--- src/rtl/asmd_divider.sv ---
// Sequential restoring divider (ASMD): one quotient bit per clock,
// start/ready handshake, registered quotient/remainder/div_by_zero.
module asmd_divider #(
  parameter int word_length = 8
) (
  input  logic                   clk,
  input  logic                   reset,
  input  logic [word_length-1:0] dividend,
  input  logic [word_length-1:0] divisor,
  input  logic                   start,
  output logic [word_length-1:0] quotient,
  output logic [word_length-1:0] remainder,
  output logic                   div_by_zero,
  output logic                   ready
);

  localparam int W  = word_length;
  localparam int CW = $clog2(W + 1);

  typedef enum logic {
    S_IDLE,
    S_RUN
  } state_t;

  state_t          state;
  state_t          state_next;
  logic [W:0]      a;
  logic [W-1:0]    q;
  logic [W-1:0]    d;
  logic [CW-1:0]   cnt;

  logic            load;
  logic            step;
  logic            done;
  logic [W:0]      a_sh;
  logic [W:0]      t;
  logic [W:0]      a_next;
  logic [W-1:0]    q_next;

  always_ff @(posedge clk) begin
    if (reset) state <= S_IDLE;
    else       state <= state_next;
  end

  always_comb begin
    state_next = state;
    ready      = 1'b0;
    load       = 1'b0;
    step       = 1'b0;
    done       = 1'b0;
    unique case (state)
      S_IDLE: begin
        ready = 1'b1;
        if (start) begin
          load       = 1'b1;
          state_next = S_RUN;
        end
      end
      S_RUN: begin
        step = 1'b1;
        if (cnt == CW'(1)) begin
          done       = 1'b1;
          state_next = S_IDLE;
        end
      end
      default: state_next = S_IDLE;
    endcase
  end

  // Shift {A,Q} left, trial-subtract; a negative trial keeps the shifted A.
  always_comb begin
    a_sh   = {a[W-1:0], q[W-1]};
    t      = a_sh - {1'b0, d};
    a_next = a_sh;
    q_next = {q[W-2:0], 1'b0};
    if (!t[W]) begin
      a_next = t;
      q_next = {q[W-2:0], 1'b1};
    end
  end

  always_ff @(posedge clk) begin
    if (reset) begin
      a           <= '0;
      q           <= '0;
      d           <= '0;
      cnt         <= '0;
      quotient    <= '0;
      remainder   <= '0;
      div_by_zero <= 1'b0;
    end else begin
      if (load) begin
        a           <= '0;
        q           <= dividend;
        d           <= divisor;
        cnt         <= CW'(W);
        div_by_zero <= (divisor == '0);
      end
      if (step) begin
        a   <= a_next;
        q   <= q_next;
        cnt <= cnt - CW'(1);
      end
      if (done) begin
        quotient  <= q_next;
        remainder <= a_next[W-1:0];
      end
    end
  end

endmodule

--- config.mk ---
export PLATFORM = sky130hd
export DESIGN_NAME = asmd_divider
export DESIGN_NICKNAME = d
export VERILOG_FILES = /design/src/rtl/asmd_divider.sv
export SDC_FILE = /design/constraint.sdc
export NUM_CORES = 1
export LEC_CHECK = 0
export ABC_AREA = 1
export CAP_MARGIN = 5
export CELL_PAD_IN_SITES_DETAIL_PLACEMENT = 0
export CELL_PAD_IN_SITES_GLOBAL_PLACEMENT = 1
export CORE_ASPECT_RATIO = 1.75
export CORE_MARGIN = 3
export CORE_UTILIZATION = 40
export DETAILED_ROUTE_END_ITERATION = 12
export DONT_BUFFER_PORTS = 1
export HOLD_SLACK_MARGIN = 0.05
export PLACE_DENSITY_LB_ADDON = 0.1
export SETUP_SLACK_MARGIN = 0.02
export SYNTH_ARGS = -nofsm -noshare
export SYNTH_HDL_FRONTEND = slang
export SYNTH_SLANG_ARGS = --single-unit
--- constraint.sdc ---
create_clock -name clk -period 5.58 [get_ports clk]
set_input_delay 1.116 -clock clk [delete_from_list [all_inputs] [get_ports clk]]
set_output_delay 1.116 -clock clk [all_outputs]
set_load 0.02 [all_outputs]
# Word level (Yosys, flattened, before mapping)

Cells that the tools add are included.

Add/sub/neg operators: 2
Multiply operators: 0
Divide/modulo/power cells: 0
Order comparisons: 0
Eq/ne operators: 1
Shift operators: 0
Multiplexer cells: 16
Bitwise logic cells: 1
Reductions and logical operators: 2

Operator list:

| operator                                          | number |
|---|---|
| two-way mux 8 bit                                 | 5 |
| subtractor 9 x 8 -> 9 bit                         | 1 |
| logical NOT 8 bit                                 | 1 |
| two-way mux 1 bit                                 | 8 |
| two-way mux 4 bit                                 | 2 |
| == test 4 x 1 -> 1 bit (second input constant)    | 1 |
| subtractor 4 x 1 -> 4 bit (second input constant) | 1 |
| case mux 1 bit (2 select lines)                   | 1 |
| nonzero test 2 bit                                | 1 |
| inverter 1 bit                                    | 1 |

Flip-flop bits (word level): 46
Bits in latches: 0
RAM bits: 0
Bits in read-only memories: 0
Input bits: 19
Memories: 0

# Logic depth before layout (Yosys ltp)

Depth in word-level cells: 4
Mapped depth: 14

# Least setup slack after synthesis

OpenSTA, ideal clock, no wires.

Kind: input port to flip-flop
Start: in reset
End: reg remainder[6]
Arrival: 1890 ps
Required time: 5522 ps
Path slack: 3632 ps
Stages: 5
Buffers on the path: 2
Cell sequence: clkbuf_1 > nor2_1 > clkbuf_1 > nand3_1 > nand2_1

RTL lines:

| element                | RTL line | RTL |
|---|---|---|
| start: declaration     | 7        | `input logic reset,` |
| end signal: assignment | 106      | `remainder <= a_next[W-1:0];` |
| end: declaration       | 12       | `output logic [word_length-1:0] remainder,` |

# Final worst setup path

Start: reg state
End: out ready

Longest elaborated chain between the ends: 1

RTL lines:

| element                  | RTL line | RTL |
|---|---|---|
| start: declaration       | 25       | `state_t state;` |
| start signal: assignment | 42       | `else state <= state_next;` |
| two-way mux 1 bit        | 51       | `unique case (state)` |
| end: declaration         | 14       | `output logic ready` |

Every way passes these cells.

==> reports/metrics.csv <==
metric,value,unit
Crit Path Class,reg2out,
vias in the first global route,1976,
status,"complete, no violations",
DP Wirelength,4220,um
pin count of the biggest net entering global routing,19,
Nets,350,
Total GRT Usage,0.176,
switching fraction of total power,0.381,
"Reg clk slew, reported paths",90,ps
Mapped Avg Cell Area,7.36,um^2
initial antenna violation count,0,
"CP delay by family, top",flip-flops,
Peak VDD IR,0.000166,V
top post-synthesis cells by count,"nand2_1 (91), inv_1 (48), dfxtp_1 (46)",
WP buf/inv,1,
DRT iter0 DRCs,51,
Worst path slowest cell,dfxtp_1,
crit path launch type,flip-flop,
max-cap violations,0,
internal power,0.000687,W
Final period util,0.476,
Die Span Y,108,um
crit end category,primary output,
Max Clk Rate,0.376,GHz
leakage,1.17,nW
ys async rst share,0,
Worst-Margin Slew,968,ps
Synth Net Count,352,
Syn Inst Count,322,
Synth Warn #,0,
fraction of layout cells with a size suffix above 1,0.118,
io pins,37,
min cycle time layout,2660,ps
DR DRC count,0,
CTS hold repair buffers,0,
crit-path max cell delay,830,ps
global-route wire length before repair,9390,um
vias,1920,
CTS Buffer Depth,2,
share of the synthesized area in the top cell type,0.389,
Initial Util,0.421,
Clock Latency Late Sink,310,ps
Total Routed Length,5520,um
placer congestion estimate,0.788,
required time of the worst setup path,4460,ps
Yosys reg bits,46,
sequential share of the synthesized area,0.389,
Fin. Hold Viols,0,
DR WL/cell,13.9,um
number of routed nets with antenna violations,0,
Chip Width,64.2,um
H-tree Lvls,2,
Synth cell types,34,
clock buffer count from CTS,5,
"Top FF cell, synth",dfxtp_1,
Max-slew headroom,0.352,
post_cts resized,0,
unrepaired setup endpoints after global routing,no,
CTS Sinks,46,
global route total overflow,0,
Mapped Area,2370,um^2
most numerous cell in the Yosys netlist,nand2_1,
die area,6920,um^2
IO buf count,0,
antenna cells,0,
Core Area,5630,um^2
Hold/Removal Path Class,reg2reg,
final setup violation count,0,
sw power,0.000422,W
TritonCTS clock tree,built,
skew final,9.20,ps
Reg area,921,um^2
cell area after layout,2560,um^2
CP Cell Sequence,inv_1,
DRT Pass-1 Iters,4,
sequential power share,0.346,
number of setup buffers added after CTS,0,
worst path arrival time,1540,ps
max-slew violations,0,
area grow syn2layout,7.92,%
top post-synthesis cells by area,"dfxtp_1 (39%), nand2_1 (14%), inv_1 (7.6%)",
Avg Vias per Cell,4.84,
worst-path maximum fanout,18,
Clk network pwr share,0.268,
combinational cell fraction of total power,0.385,
dpl cell area,2420,um^2
multi-input logic area,1210,um^2
Root Buffer,clkbuf_8,
Setup TNS,0,ps
largest area contributor in the netlist,dfxtp_1,
Post-synth EDFFs,0,
# fillers,601,
Cell Rows,36,
Pwr per Cell Area,434,nW/um^2
metal layers:
| metal | wire length (um) | global-route usage |
|---|---|---|
| met5 | 0 | 0 |
| met3 | 164 | 0.0282 |
| met2 | 3120 | 0.339 |
| met4 | 120 | 0.0711 |
| met1 | 2120 | 0.184 |
cell usage in the layout, fill, tap and decap left out, types with 2 or more instances in the layout:
| master | count |
|---|---|
| nor4_1 | 2 |
| nand4_1 | 2 |
| dfxtp_1 | 46 |
| a21oi_1 | 17 |
| o221ai_1 | 3 |
| a22o_1 | 2 |
| nand3_1 | 25 |
| bufinv_16 | 2 |
| a21oi_2 | 3 |
| ha_1 | 10 |
| clkbuf_8 | 5 |
| a31oi_1 | 3 |
| nand3_4 | 2 |
| nor2_1 | 10 |
| inv_1 | 48 |
| nand3b_1 | 5 |
| nand2_1 | 91 |
| nand2_2 | 16 |
| xnor2_1 | 2 |
| o21ai_0 | 13 |
power by group through the flow:
stage	clock network (W)	registers [W]	logic [W]
finish	0.000297	0.000384	0.000427
global route	0.000317	0.000388	0.000488
CTS	0.000305	0.000385	0.000434
detailed placement	0	0.000393	0.000433
global placement	0	0.000392	0.000431
floorplan	0	0.000380	0.000367
layout make-up:
cell class	instances	area share
Sequential cell	46	0.360
Clock buffer	5	0.0269
Inverter	48	0.0705
Tap cell	76	0.0372
Timing Repair Buffer	1	0.00294
Multi-Input combinational cell	218	0.475
Clock inverter	3	0.0269
worst register-to-register path, cell delays in order (launching register included):
cell	delay [ps]
dfxtp_1	830
nand4_1	220
nor2_1	770
inv_1	230
o21ai_0	200
final timing paths:
check | from | to | slack (ps) | cells after the start
worst max-delay path | state | ready | 2920 | 1
worst min-delay path | cnt[2] | cnt[2] | 450 | 1
worst max register to register | state | quotient[1] | 3260 | 4
worst min register to register | cnt[2] | cnt[2] | 450 | 1
flip-flops by register name, indices dropped and copies added (netlist names):
name	cells
cnt	4
div_by_zero	1
quotient	8
d	8
a	8
remainder	8
q	8
state	1
logic make-up (layout without fill, tap and decap cells):
family          Yosys count  count (layout)  share of synthesized area
xor+xnor                  3               3                     0.0111
buf+inv                  58              57                     0.0983
fa+ha+maj                11              11                     0.0613
compound gates           43              43                      0.111
flops                    46              46                      0.389
simple gates            161             161                      0.330
stage by stage:
step / util / cells / hold WS, ps / power [W] / setup WS [ps]
final: 0.454 / 397 / 449 / 0.00111 / 2920
after global routing: 0.454 / 397 / 457 / 0.00119 / 2820
after global placement: 0.430 / 389 / 424 / 0.000824 / 3040
after detailed placement: 0.430 / 389 / 434 / 0.000825 / 2960
after floorplan: - / 322 / 413 / 0.000746 / 3630
after CTS: 0.454 / 397 / 451 / 0.00112 / 2900
Note: power is estimated with default switching activity, not from simulation.
